File: src/rtl/serial_to_parallel_if.sv
// Handshake bundle between a serial bit source / word consumer and serial_to_parallel.
// The testbench or surrounding logic takes the master side; the converter is the slave.
interface serial_to_parallel_if #(
   parameter int DATA_WIDTH = 8
);
   logic                  start;
   logic                  serial_in;
   logic                  out_ready;
   logic [DATA_WIDTH-1:0] out_data;
   logic                  out_valid;
   logic                  busy;
   logic                  frame_err;
   logic                  overrun;
   logic [15:0]           word_cnt;

   modport master (
      output start,
      output serial_in,
      output out_ready,
      input  out_data,
      input  out_valid,
      input  busy,
      input  frame_err,
      input  overrun,
      input  word_cnt
   );

   modport slave (
      input  start,
      input  serial_in,
      input  out_ready,
      output out_data,
      output out_valid,
      output busy,
      output frame_err,
      output overrun,
      output word_cnt
   );
endinterface

File: src/rtl/serial_to_parallel.sv
// Serial-to-parallel word assembler with start-framed input, a one-word output buffer
// with valid/ready pop, abort and overrun pulses, and a saturating delivered-word counter.
module serial_to_parallel #(
   parameter int DATA_WIDTH = 8,
   parameter bit MSB_FIRST  = 1'b1
) (
   input  logic                clk,
   input  logic                rst,
   serial_to_parallel_if.slave bus
);
   localparam int                IDX_W    = $clog2(DATA_WIDTH);
   localparam logic [IDX_W-1:0]  LAST_IDX = IDX_W'(DATA_WIDTH - 1);
   localparam logic [IDX_W-1:0]  ONE_IDX  = IDX_W'(1);

   typedef enum logic {
      IDLE  = 1'b0,
      SHIFT = 1'b1
   } state_t;

   state_t                state, state_next;
   logic [IDX_W-1:0]      bit_idx, bit_idx_next;
   logic [DATA_WIDTH-1:0] shreg, shreg_next;
   logic [DATA_WIDTH-1:0] word;
   logic                  word_done;
   logic                  frame_err_next;
   logic                  load_ok;

   logic [DATA_WIDTH-1:0] out_data_q;
   logic                  out_valid_q;
   logic                  busy_q;
   logic                  frame_err_q;
   logic                  overrun_q;
   logic [15:0]           word_cnt_q;

   // Shifting in from the proper end puts frame bit k at DATA_WIDTH-1-k (MSB first)
   // or at k (LSB first) once all DATA_WIDTH bits have arrived.
   function automatic logic [DATA_WIDTH-1:0] shift_in(input logic [DATA_WIDTH-1:0] cur,
                                                      input logic                  b);
      if (MSB_FIRST)
         return {cur[DATA_WIDTH-2:0], b};
      else
         return {b, cur[DATA_WIDTH-1:1]};
   endfunction

   assign word    = shift_in(shreg, bus.serial_in);
   assign load_ok = !out_valid_q || bus.out_ready;

   always_comb begin
      // NOTE: every signal gets a default before the case so no path leaves one unassigned (no latches).
      state_next     = state;
      bit_idx_next   = bit_idx;
      shreg_next     = shreg;
      word_done      = 1'b0;
      frame_err_next = 1'b0;

      unique case (state)
         IDLE: begin
            if (bus.start) begin
               shreg_next   = shift_in('0, bus.serial_in);
               bit_idx_next = ONE_IDX;
               state_next   = SHIFT;
            end
         end

         SHIFT: begin
            if (bit_idx == LAST_IDX) begin
               // The completing sample closes the word; a start here also seeds the next frame.
               word_done = 1'b1;
               if (bus.start) begin
                  shreg_next   = shift_in('0, bus.serial_in);
                  bit_idx_next = ONE_IDX;
               end else begin
                  shreg_next   = word;
                  bit_idx_next = '0;
                  state_next   = IDLE;
               end
            end else if (bus.start) begin
               frame_err_next = 1'b1;
               shreg_next     = shift_in('0, bus.serial_in);
               bit_idx_next   = ONE_IDX;
            end else begin
               shreg_next   = word;
               bit_idx_next = bit_idx + ONE_IDX;
            end
         end
      endcase
   end

   // NOTE: sequential state uses non-blocking assignments so every flop samples pre-edge values.
   always_ff @(posedge clk or posedge rst) begin
      if (rst) begin
         state   <= IDLE;
         bit_idx <= '0;
         // NOTE: the shift register is reset as well; it is only DATA_WIDTH flops and keeps sim X-free.
         shreg   <= '0;
      end else begin
         state   <= state_next;
         bit_idx <= bit_idx_next;
         shreg   <= shreg_next;
      end
   end

   always_ff @(posedge clk or posedge rst) begin
      if (rst) begin
         out_data_q  <= '0;
         out_valid_q <= 1'b0;
         busy_q      <= 1'b0;
         frame_err_q <= 1'b0;
         overrun_q   <= 1'b0;
         word_cnt_q  <= '0;
      end else begin
         busy_q      <= (state_next == SHIFT);
         frame_err_q <= frame_err_next;
         overrun_q   <= 1'b0;

         if (word_done) begin
            if (load_ok) begin
               out_data_q  <= word;
               out_valid_q <= 1'b1;
               if (word_cnt_q != 16'hFFFF)
                  word_cnt_q <= word_cnt_q + 16'd1;
            end else begin
               overrun_q <= 1'b1;
            end
         end else if (out_valid_q && bus.out_ready) begin
            out_valid_q <= 1'b0;
         end
      end
   end

   assign bus.out_data  = out_data_q;
   assign bus.out_valid = out_valid_q;
   assign bus.busy      = busy_q;
   assign bus.frame_err = frame_err_q;
   assign bus.overrun   = overrun_q;
   assign bus.word_cnt  = word_cnt_q;

endmodule

File: src/flat_wrapper.sv
// flat-port wrapper written by rule: the top's interface ports become plain ports
module serial_to_parallel_flat 
#(
   parameter int DATA_WIDTH = 8,
   parameter bit MSB_FIRST  = 1'b1
)
  (clk, rst, bus_start, bus_serial_in, bus_out_ready, bus_out_data, bus_out_valid, bus_busy, bus_frame_err, bus_overrun, bus_word_cnt);
  serial_to_parallel_if #(.DATA_WIDTH(DATA_WIDTH)) bus_i ();
  input  logic clk;
  input  logic rst;
  input wire logic [$bits(bus_i.start)-1:0] bus_start;
  input wire logic [$bits(bus_i.serial_in)-1:0] bus_serial_in;
  input wire logic [$bits(bus_i.out_ready)-1:0] bus_out_ready;
  output wire logic [$bits(bus_i.out_data)-1:0] bus_out_data;
  output wire logic [$bits(bus_i.out_valid)-1:0] bus_out_valid;
  output wire logic [$bits(bus_i.busy)-1:0] bus_busy;
  output wire logic [$bits(bus_i.frame_err)-1:0] bus_frame_err;
  output wire logic [$bits(bus_i.overrun)-1:0] bus_overrun;
  output wire logic [$bits(bus_i.word_cnt)-1:0] bus_word_cnt;
  assign bus_i.start = bus_start;
  assign bus_i.serial_in = bus_serial_in;
  assign bus_i.out_ready = bus_out_ready;
  assign bus_out_data = bus_i.out_data;
  assign bus_out_valid = bus_i.out_valid;
  assign bus_busy = bus_i.busy;
  assign bus_frame_err = bus_i.frame_err;
  assign bus_overrun = bus_i.overrun;
  assign bus_word_cnt = bus_i.word_cnt;
  serial_to_parallel #(.DATA_WIDTH(DATA_WIDTH), .MSB_FIRST(MSB_FIRST)) u_core (.clk(clk), .rst(rst), .bus(bus_i));
endmodule
File: config.mk
export PLATFORM = sky130hd
export DESIGN_NAME = serial_to_parallel_flat
export DESIGN_NICKNAME = d
export VERILOG_FILES = /design/src/rtl/serial_to_parallel_if.sv /design/src/rtl/serial_to_parallel.sv /design/src/flat_wrapper.sv
export SDC_FILE = /design/constraint.sdc
export NUM_CORES = 1
export LEC_CHECK = 0
export BUFFER_PORTS_ARGS = -buffer_cell sky130_fd_sc_hd__buf_2
export CAP_MARGIN = 5
export CORE_UTILIZATION = 50
export DETAILED_ROUTE_END_ITERATION = 12
export GPL_ROUTABILITY_DRIVEN = 1
export PLACE_DENSITY = 0.81
export SYNTH_ARGS = -nofsm -noshare
export SYNTH_HDL_FRONTEND = slang
export SYNTH_SLANG_ARGS = --single-unit
File: constraint.sdc
create_clock -name clk -period 2.6 [get_ports clk]
set_clock_uncertainty 0.05 [all_clocks]
set_input_delay 0.26 -clock clk [delete_from_list [all_inputs] [get_ports clk]]
set_output_delay 0.26 -clock clk [all_outputs]
set_load 0.02 [all_outputs]
Yosys cells after proc, flatten, opt, wreduce, memory -nomap -nowiden
Cells that the tools add are included.
{ "word_totals": {"register_bits": 38, "input_bits": 5} }
{ "op_classes": {"add_sub_neg": 2, "eq_ne": 4, "mux": 20, "bitwise_logic": 1, "reduce_logical": 7} }
{ "op_table": {"columns": ["op", "n"], "rows": [
  ["$add A16 B1 Y16 const B", 1],
  ["$ne A16 B16 Y1 const B", 1],
  ["$mux W7", 2],
  ["$pmux W7 S2", 1],
  ["$mux W1", 12],
  ["$mux W3", 3],
  ["$pmux W3 S2", 1],
  ["$ne A2 B2 Y1 const B", 2],
  ["$reduce_and A2 Y1", 2],
  ["$add A3 B1 Y3 const B", 1],
  ["$eq A3 B3 Y1 const B", 1],
  ["$reduce_and A3 Y1", 1],
  ["$pmux W1 S2", 1],
  ["$reduce_bool A2 Y1", 1],
  ["$logic_and A1 B1 Y1", 1],
  ["$logic_not A1 Y1", 1],
  ["$logic_or A1 B1 Y1", 1],
  ["$not A1 Y1", 1]
]} }

Longest topological paths before layout
Gate-level depths: netlist of the first run.
{ "logic_depth": {"ltp_word": 5, "depth_mapped": 7, "mapped_depth_nobuf": 6} }

Worst setup path after synthesis of the first run
No wires, ideal clock.
{ "synth_timing": {"path_type": "reg2reg", "startpoint": "register u_core.bit_idx[0]", "endpoint": "register u_core.word_cnt_q[1] (netlist: u_core.bus.word_cnt[1])", "setup_ns": 0.125, "t_arrival_ns": 1.764, "required_ns": 2.425, "path_slack_ns": 0.661, "stages_incl_launch_ff": 8, "n_path_buf": 1, "synth_period_minus_slack_ns": 1.939, "cell_sequence": "dfrtp_1 > ha_1 > ha_1 > and2_1 > and2_1 > buf_2 > nor2b_2 > mux2_4"} }
{ "synth_via": {"elab_chain_len": 4} }
{ "synth_rtl": {"columns": ["item", "line_no", "rtl"], "rows": [
  ["from (decl)", "serial_to_parallel.sv:21", "logic [IDX_W-1:0] bit_idx, bit_idx_next;"],
  ["from (signal assigned)", "serial_to_parallel.sv:98", "bit_idx <= bit_idx_next;"],
  ["$eq A3 B3 Y1", "serial_to_parallel.sv:66", "if (bit_idx == LAST_IDX) begin"],
  ["$mux W1", "serial_to_parallel.sv:66", null],
  ["$mux W1", "serial_to_parallel.sv:56", "unique case (state)"],
  ["$reduce_and A3 Y1 (no source line)", null, null],
  ["to (signal assigned)", "serial_to_parallel.sv:121", "word_cnt_q <= word_cnt_q + 16'd1;"],
  ["to (decl)", "serial_to_parallel.sv:33", "logic [15:0] word_cnt_q;"]
]} }
Every way passes these cells.
A chain may end at the register's enable or synchronous reset.

Worst setup path in the final report of the first run
Same ends and word-level chain as after synthesis.

==> impl_summary.md, run 1 <==
Outcome
The flow ran to the end, and the final reports show no timing, DRC or antenna violations.

Yosys
The mean instance size in the synthesized netlist is 13.0 sq um. In the synthesized netlist, the number of instances is approximately 140. The most repeated cell in the gate-level netlist after synthesis is sky130_fd_sc_hd__dfrtp_1. The count of state elements after synthesis is 38.

Yosys attributes the largest share of cell area to sky130_fd_sc_hd__dfrtp_1 54%, sky130_fd_sc_hd__xor2_1 7.0%, sky130_fd_sc_hd__mux2_2 5.7%. The cell area after technology mapping is around 1800 sq um. The number of flops mapped to enable cells by yosys is 0. Of the post-synthesis cell area, the dominant cell type holds between 50% and 60%.

In the synthesized netlist the dominant register cell turns out to be sky130_fd_sc_hd__dfrtp_1. The fraction of synthesis flops using an asynchronous set or reset pin is 100%. The number of distinct library cells after synthesis is 38. The library cell occupying the most area in the post-synthesis netlist is sky130_fd_sc_hd__dfrtp_1. Sequential elements use 53.9% of the synthesized area.

The commonest cells after synthesis are 38 x sky130_fd_sc_hd__dfrtp_1, 14 x sky130_fd_sc_hd__xor2_1, 9 x sky130_fd_sc_hd__mux2_2. Counting every net in the synthesized netlist gives between 100 and 150. The total of warnings raised by yosys is 0.

Routing
The total number of vias is between 1000 and 1500. After detailed routing, the average wire length per cell comes to between 10 and 15 microns. The antenna violation net count after detailed routing is 0.

For this run, design rule violations remaining after detail routing come to 0. After detailed routing, the total wire length is just over 3 mm. For this block, the initial DRC count from the detailed router was 49. The iteration count of the initial detailed-routing pass is 4. The via density per instance is 5.35.

Clocking
In this run the deepest clock path goes through 2 buffers. TritonCTS built the clock tree. The tree is rooted in a sky130_fd_sc_hd__clkbuf_4. The clock latency on the worst-skew pair is 0.34 ns. The buffer count from post-CTS setup fixing is 0.

The number of clock buffers added by TritonCTS is 5. The H-tree depth is 2. The clock drives 38 sinks. Clock-pin slew was measured on the worst setup and hold paths at approximately 0.12 ns.

Job
Max-cap violations in this run came to 0.

Worst hold path
The startpoint identified for the worst hold timing path is bus_serial_in. The tightest min-delay check is of the in2reg type.

Timing
The number of failing hold endpoints at the final stage is 0. The upper clock frequency limit is approximately 500 MHz. Setup repair after global routing left no endpoint under its margin.

The worst path in the final design needs a cycle of 1.96 ns, including I/O delays and setup. The number of pins exceeding their max-slew limit in the final report is 0. The worst hold-check slack is roughly 0.12 ns. The worst pin sits at a relative slew slack of a little over three fifths. After layout, the worst path uses roughly 75% of the clock period. Setup total negative slack on the finished layout was measured at 0 ns. The slew of the pin with the lowest slew margin is approximately 0.56 ns.

Setup violations remaining at the end of the flow were counted as 0.

Global routing
The number of antenna violations at the first check in global routing was 0. The maximum number of pins on one net before global-route repair is 17. The wire length of the first global-routing pass is 5.09 mm. The via count of the first global-routing pass came to around 1200. For this run, the total global-route usage over all layers was measured as 18.8%. The total overflow left after global routing is 0.

Placed design
The quantity of I/O buffers inserted on ports is 32. The detailed placement HPWL is 2.34 mm. The congestion estimate from routability-driven global placement came to 0.808.

Floorplanning
The total area inside the core boundary comes to around 3400 sq um. The die width is a little over 60 microns. The die height is about 60 microns. The initial utilization of the core area, before any placement, comes to roughly 52%. The I/O pin total is 33. The die covers roughly 3800 sq um. The row count is 21.

Worst setup path
The most critical setup path has its startpoint at u_core.bit_idx[0]$_DFFE_PP0P_. The master of the slowest instance on the critical path is sky130_fd_sc_hd__dfrtp_1. Walking the worst path, the cells encountered are ha_1 > ha_1 > and2_1 > and2_1 > nor2b_2 > mux2_4. The critical path class is reg2reg.

The gate family responsible for the most delay along the worst path is simple AND/OR/NAND/NOR gates. The critical path's largest stage delay is between 0.4 and 0.5 ns. At the worst endpoint, the arrival time is around 2.2 ns. The largest fanout of any net on the critical path is 5.

The startpoint of the most critical register-to-register path is u_core.bit_idx[0]$_DFFE_PP0P_. The worst setup path is launched from a register. The critical path contains buffers and inverters numbering 0 combined. The sort of element at the end of the critical path is a register. The data required time of the critical path is between 2 and 3 ns.

Power and ir drop
The sum of internal, switching and leakage power is around 1.4 mW. The analysis attributes to cell leakage a power of about 1.1 nW. Dividing total power by cell area gives a power density of ~660 nW/um^2. The worst-case vdd ir drop is approximately 0.48 mV.

Layout
The total of fill cells in the finished design is between 300 and 400. Of the cells placed in the final design, the portion with a size suffix greater than 1 is a little under two fifths. From synthesis to final layout, the design area changed by 17.1%. The area of all sequential standard cells is about 950 sq um.

The count of inserted antenna diode cells is 0. In the final design database the tool counted 184 nets. The footprint of the multi-input gates is a little under 800 sq um.
[area by class of cell]
class,instances,share of cell area [%]
flip-flops and latches,38,46.1
multi-input cells,93,38.4
repair buffers,36,9.33
well taps,46,2.79
clock buffers,6,2.48
clock inverters,2,0.606
inverters,2,0.364
[metrics by stage]
stage	setup slack, ns	std cells	util (%)	instance area [sq um]
after floorplan	0.661	136	-	1760
after global placement	0.689	214	59.2	1990
after detailed placement	0.637	214	59.2	1990
after CTS	0.610	223	61.4	2060
after global routing	0.456	223	61.4	2060
final	0.637	223	61.4	2060
[state kept, by name, indices dropped and copies added, names as in the netlist]
register,flops
u_core.bit_idx,3
u_core.bus.frame_err,1
u_core.bus.out_data,8
u_core.bus.out_valid,1
u_core.bus.overrun,1
u_core.bus.word_cnt,16
u_core.shreg,7
u_core.state,1
[placed cells by master (no fill, tap or decap), types with 2 or more instances in the layout]
master and instances:
sky130_fd_sc_hd__nor4_1 3, sky130_fd_sc_hd__mux2_2 9, sky130_fd_sc_hd__a21oi_1 3, sky130_fd_sc_hd__nor2_1 8, sky130_fd_sc_hd__a2111oi_2 2, sky130_fd_sc_hd__buf_4 3
sky130_fd_sc_hd__dfrtp_1 38, sky130_fd_sc_hd__buf_2 32, sky130_fd_sc_hd__ha_1 3, sky130_fd_sc_hd__xor2_1 14, sky130_fd_sc_hd__inv_1 2, sky130_fd_sc_hd__nand4_1 3
sky130_fd_sc_hd__nand2_1 7, sky130_fd_sc_hd__and2_1 3, sky130_fd_sc_hd__nand2b_1 4, sky130_fd_sc_hd__a2111oi_4 2, sky130_fd_sc_hd__nor3_1 2, sky130_fd_sc_hd__nand3b_1 2
sky130_fd_sc_hd__clkbuf_4 5, sky130_fd_sc_hd__nand3_1 4, sky130_fd_sc_hd__a211oi_1 2, sky130_fd_sc_hd__mux2i_1 6
[report_power, final]
part	leakage, nW	internal, mW	switching, mW	total (mW)
registers	0.501	0.665	0.0657	0.731
logic	0.573	0.130	0.175	0.306
clock network	0.0343	0.130	0.194	0.324
[path summary, 6_finish.rpt]
kind	endpoint	slack [ns]	depth (start not counted)
max	u_core.bus.word_cnt[1]$_DFFE_PP0P_	0.64	6
min	u_core.bus.out_data[0]$_DFFE_PP0P_	0.12	2
max reg2reg	u_core.bus.word_cnt[1]$_DFFE_PP0P_	0.64	6
min reg2reg	u_core.bus.out_data[6]$_DFFE_PP0P_	0.47	1
max in group asynchronous	u_core.bus.word_cnt[11]$_DFFE_PP0P_	1.54	4
min in group asynchronous	u_core.shreg[4]$_DFFE_PP0P_	0.41	3
[layer usage]
layer,GRT usage [%],vias up,part of all wire [%]
met3,6.30,4,3.4
met4,7.62,0,1.0
met1,22.3,599,43
li1,-,565,-
met5,0,-,0
met2,31.7,26,53
[cells by family after synthesis]
| kind of cell | synth area share, % |
|---|---|
| mux | 10.0 |
| buf+inv | 1.14 |
| fa+ha+maj | 2.13 |
| compound gates | 6.81 |
| flops | 53.9 |
| simple gates | 18.5 |
| xor+xnor | 7.45 |
[what timing repair did]
| item | 4_1_cts | 5_1_grt |
|---|---|---|
| hold buffers | 1 | 0 |
| endpoints found under the hold margin | 11 | 0 |
| setup endpoints to repair | 0 | 0 |
| resized for setup | 0 | 0 |
No activity file was read; power rests on OpenSTA's default activity.
==> run 2: changes to the inputs <==
- clock period: 2.6 -> 1.9 ns (I/O delays scaled with it)
==> run 2 against run 1 <==
Design area rose by 1.8%. Via count rose by 1.8%. Die area did not move. Sequential share of layout area fell by 0.82 points. Critical endpoint is now u_core.bus.word_cnt[5]$_DFFE_PP0P_. Register-to-register slack got worse by 0.58 ns.
==> impl_summary.md, run 2 (synthesis gave the netlist of run 1 again) <==
Outcome
The flow ran to the end, and the final reports show no timing, DRC or antenna violations.

Layout
The share of the core filled with cells in the final layout is 62.5% (+1.1 points). The area of all sequential standard cells is 951 sq um (unchanged). The footprint of the multi-input gates was 818 sq um (+3.3%).

The library cell used most frequently in the layout, excluding fill and tap cells, is sky130_fd_sc_hd__dfrtp_1. The count of inserted antenna diode cells is 0 (unchanged). The fraction of layout instances using a drive strength above 1 came to 40.2% (+2.9 points).

The total of fill cells in the finished design is 311 (+2.0%). The final-stage net count is 186 (+1.1%). The flip-flop count of the largest register, all copies and words added came to 16 (unchanged). From synthesis to final layout, the design area changed by 19.2%. The library cells used most frequently in the layout, excluding fill and tap cells, are 38 x sky130_fd_sc_hd__dfrtp_1, 32 x sky130_fd_sc_hd__buf_2, 14 x sky130_fd_sc_hd__xor2_1, 9 x sky130_fd_sc_hd__mux2_2, 8 x sky130_fd_sc_hd__nor2_1.

Floorplanning
The I/O pin total was 33 (unchanged). The starting density of the core is 52.4% (unchanged). The row count is 21 (unchanged).

The die area is 3770 sq um (unchanged). The die height came to 61.4 microns (unchanged). The placeable core region is 3360 sq um (unchanged).

The die width came to 61.4 microns (unchanged).

Worst setup path
The slowest stage of the critical path is the sky130_fd_sc_hd__nor4b_1 cell. The worst endpoint data arrival time is 2.05 ns (-0.11 ns). The data required time of the critical path is 2.11 ns (-0.69 ns). The largest fanout of any net on the critical path came to 7 (+2). The number of buffer and inverter instances along the worst setup path is 0 (unchanged). The sort of element at the end of the critical path is a register. The critical path is of the reg2reg type.

Traced cell by cell, the critical path runs through ha_1 > ha_4 > and2_4 > nand4_4 > nor4b_1 > xor2_1. STA classifies the critical path startpoint as a register. The kind of cell with the highest combined delay along the critical path is simple AND/OR/NAND/NOR gates. The critical path's largest stage delay is 0.37 ns (-0.04 ns).

Worst hold path
The min-delay analysis places its worst path in the category in2reg.

Routing
The total number of vias came to 1216 (+1.8%). The residual DRC count is 0 (unchanged). The routed wire length is 3.26 mm (+5.1%).

The iteration count of the initial detailed-routing pass is 4 (unchanged). The antenna violation net count after detailed routing is 0 (unchanged). The via density per instance is 5.40 (+0.94%). The initial DRC count is 51 (+4.1%). The mean routed wirelength per cell was 14.5 microns (+4.2%).

Global routing
The wire length of the first global-routing pass came to 5.02 mm (-1.4%). The overall global routing resource usage is 19.1% (+0.31 points). The global-route congestion overflow total was 0 (unchanged). The maximum number of pins on one net before global-route repair is 39 (+22).

The number of antenna violations at the first check in global routing is 0 (unchanged). The via count of the first global-routing pass was 1078 (-7.9%).

Clocking
The clock latency on the worst-skew pair is 0.34 ns (about the same). The number of buffers added by the clock tree synthesis step is 5 (unchanged). The H-tree depth is 2 (unchanged). The TritonCTS clock tree is done. The number of sinks on the clock net is 38 (unchanged). The worst-case clock buffer depth is 2 (unchanged). The clock input transition at the sequential cells of the worst setup and hold paths is 0.10 ns (-0.02 ns). The tree is rooted in a sky130_fd_sc_hd__clkbuf_4.

Placed design
The weighted congestion reported at the end of routability-driven placement was 0.770 (-4.6%). The detailed placement HPWL was 2.25 mm (-4.0%). The quantity of I/O buffers inserted on ports came to 32 (unchanged).

The minimum setup slack after placement came to 0.0633 ns (-0.574 ns).

Power and ir drop
The worst-case vdd ir drop was 0.725 mV (+52%). The switching power total was 0.596 mW (+37%). The leakage dissipation was 1.12 nW (+0.98%). The proportion of total power due to net switching is 31.7% (-0.30 points).

The power share of the clock group came to 22.8% (-1.0 points). The sum of internal, switching and leakage power is 1.88 mW (+38%). The proportion of power drawn by combinational gates came to 24.1% (+1.6 points). The sequential power share came to 53.0% (-0.7 points). The power per cell area is 896 nW/um^2 (+36%). The total internal power is 1.29 mW (+39%).

Timing
The slew of the pin with the lowest slew margin is 0.607 ns (+0.0464 ns). The setup-violating endpoint count in the final report is 0 (unchanged). The number of failing hold endpoints at the final stage is 0 (unchanged). The setup slack of the critical path after layout came to 0.0562 ns (-0.581 ns). The post-route minimum period is 1.84 ns (-0.119 ns).

The upper clock frequency limit is 542 MHz (+6.4%). The number of pins exceeding their max-slew limit in the final report is 0 (unchanged). The final clock period utilization by the worst path is 97.0% (+22 points). The worst slew margin relative to its limit is 59.5% (-3.1 points).

Job
The count of max-cap constraint violations is 0 (unchanged).
-- run 2: cell types whose count changed in the layout (fill, tap and decap cells not counted), sizes merged --
cell      previous run  this run
clkbuf               6         7
clkinvlp             1         0
buf                 35        37
-- run 2: area by class of cell --
| type | count | share of cell area, % |
|---|---|---|
| Clock buffer | 7 | 2.62 |
| Clock inverter | 1 | 0.238 |
| Inverter | 2 | 0.357 |
| Multi-Input combinational cell | 93 | 38.9 |
| Sequential cell | 38 | 45.2 |
| Tap cell | 46 | 2.74 |
| Timing Repair Buffer | 38 | 9.88 |
-- run 2: power by group through the flow --
stage,sequential (mW),clock (mW),combinational [mW]
floorplan,1.11,0,0.191
global route,1.01,0.490,0.500
global placement,1.00,0,0.423
finish,0.999,0.430,0.454
CTS,0.997,0.444,0.441
detailed placement,1.01,0,0.439
-- run 2: path summary, 6_finish.rpt --
path / start / to / slack [ns] / cells after the start
setup / recovery: u_core.bit_idx[1]$_DFFE_PP0P_ / u_core.bus.word_cnt[5]$_DFFE_PP0P_ / 0.06 / 6
hold / removal: bus_serial_in / u_core.shreg[0]$_DFFE_PP0P_ / 0.04 / 2
setup reg to reg: u_core.bit_idx[1]$_DFFE_PP0P_ / u_core.bus.word_cnt[5]$_DFFE_PP0P_ / 0.06 / 6
hold reg to reg: u_core.bus.out_data[4]$_DFFE_PP0P_ / u_core.bus.out_data[4]$_DFFE_PP0P_ / 0.47 / 1
max in group asynchronous: rst / u_core.bus.out_data[3]$_DFFE_PP0P_ / 1.04 / 4
min in group asynchronous: rst / u_core.bus.word_cnt[2]$_DFFE_PP0P_ / 0.43 / 4
-- run 2: layer usage --
layer / share of wire [%] / GRT usage [%]
met5: 0 / 0
met4: 2.1 / 7.94
met3: 4.9 / 7.35
met2: 52 / 30.4
met1: 41 / 23.6
-- run 2: per-stage QoR --
stage                     instances  hold slack [ns]  instance area (sq um)  setup TNS [ns]
after global routing            225           0.0167                   2100         -0.0400
after floorplan                 136            0.252                   1770               0
final                           225           0.0387                   2100               0
after detailed placement        215            0.270                   2000               0
after CTS                       224           0.0294                   2070               0
after global placement          215            0.260                   2000               0
-- run 2: what timing repair did --
action | 4_1_cts | 5_1_grt
buffers inserted | 0 | 1
hold endpoints to repair | 38 | 0
hold buffers | 1 | 0
setup endpoints to repair | 0 | 14
gates resized for setup | 0 | 4
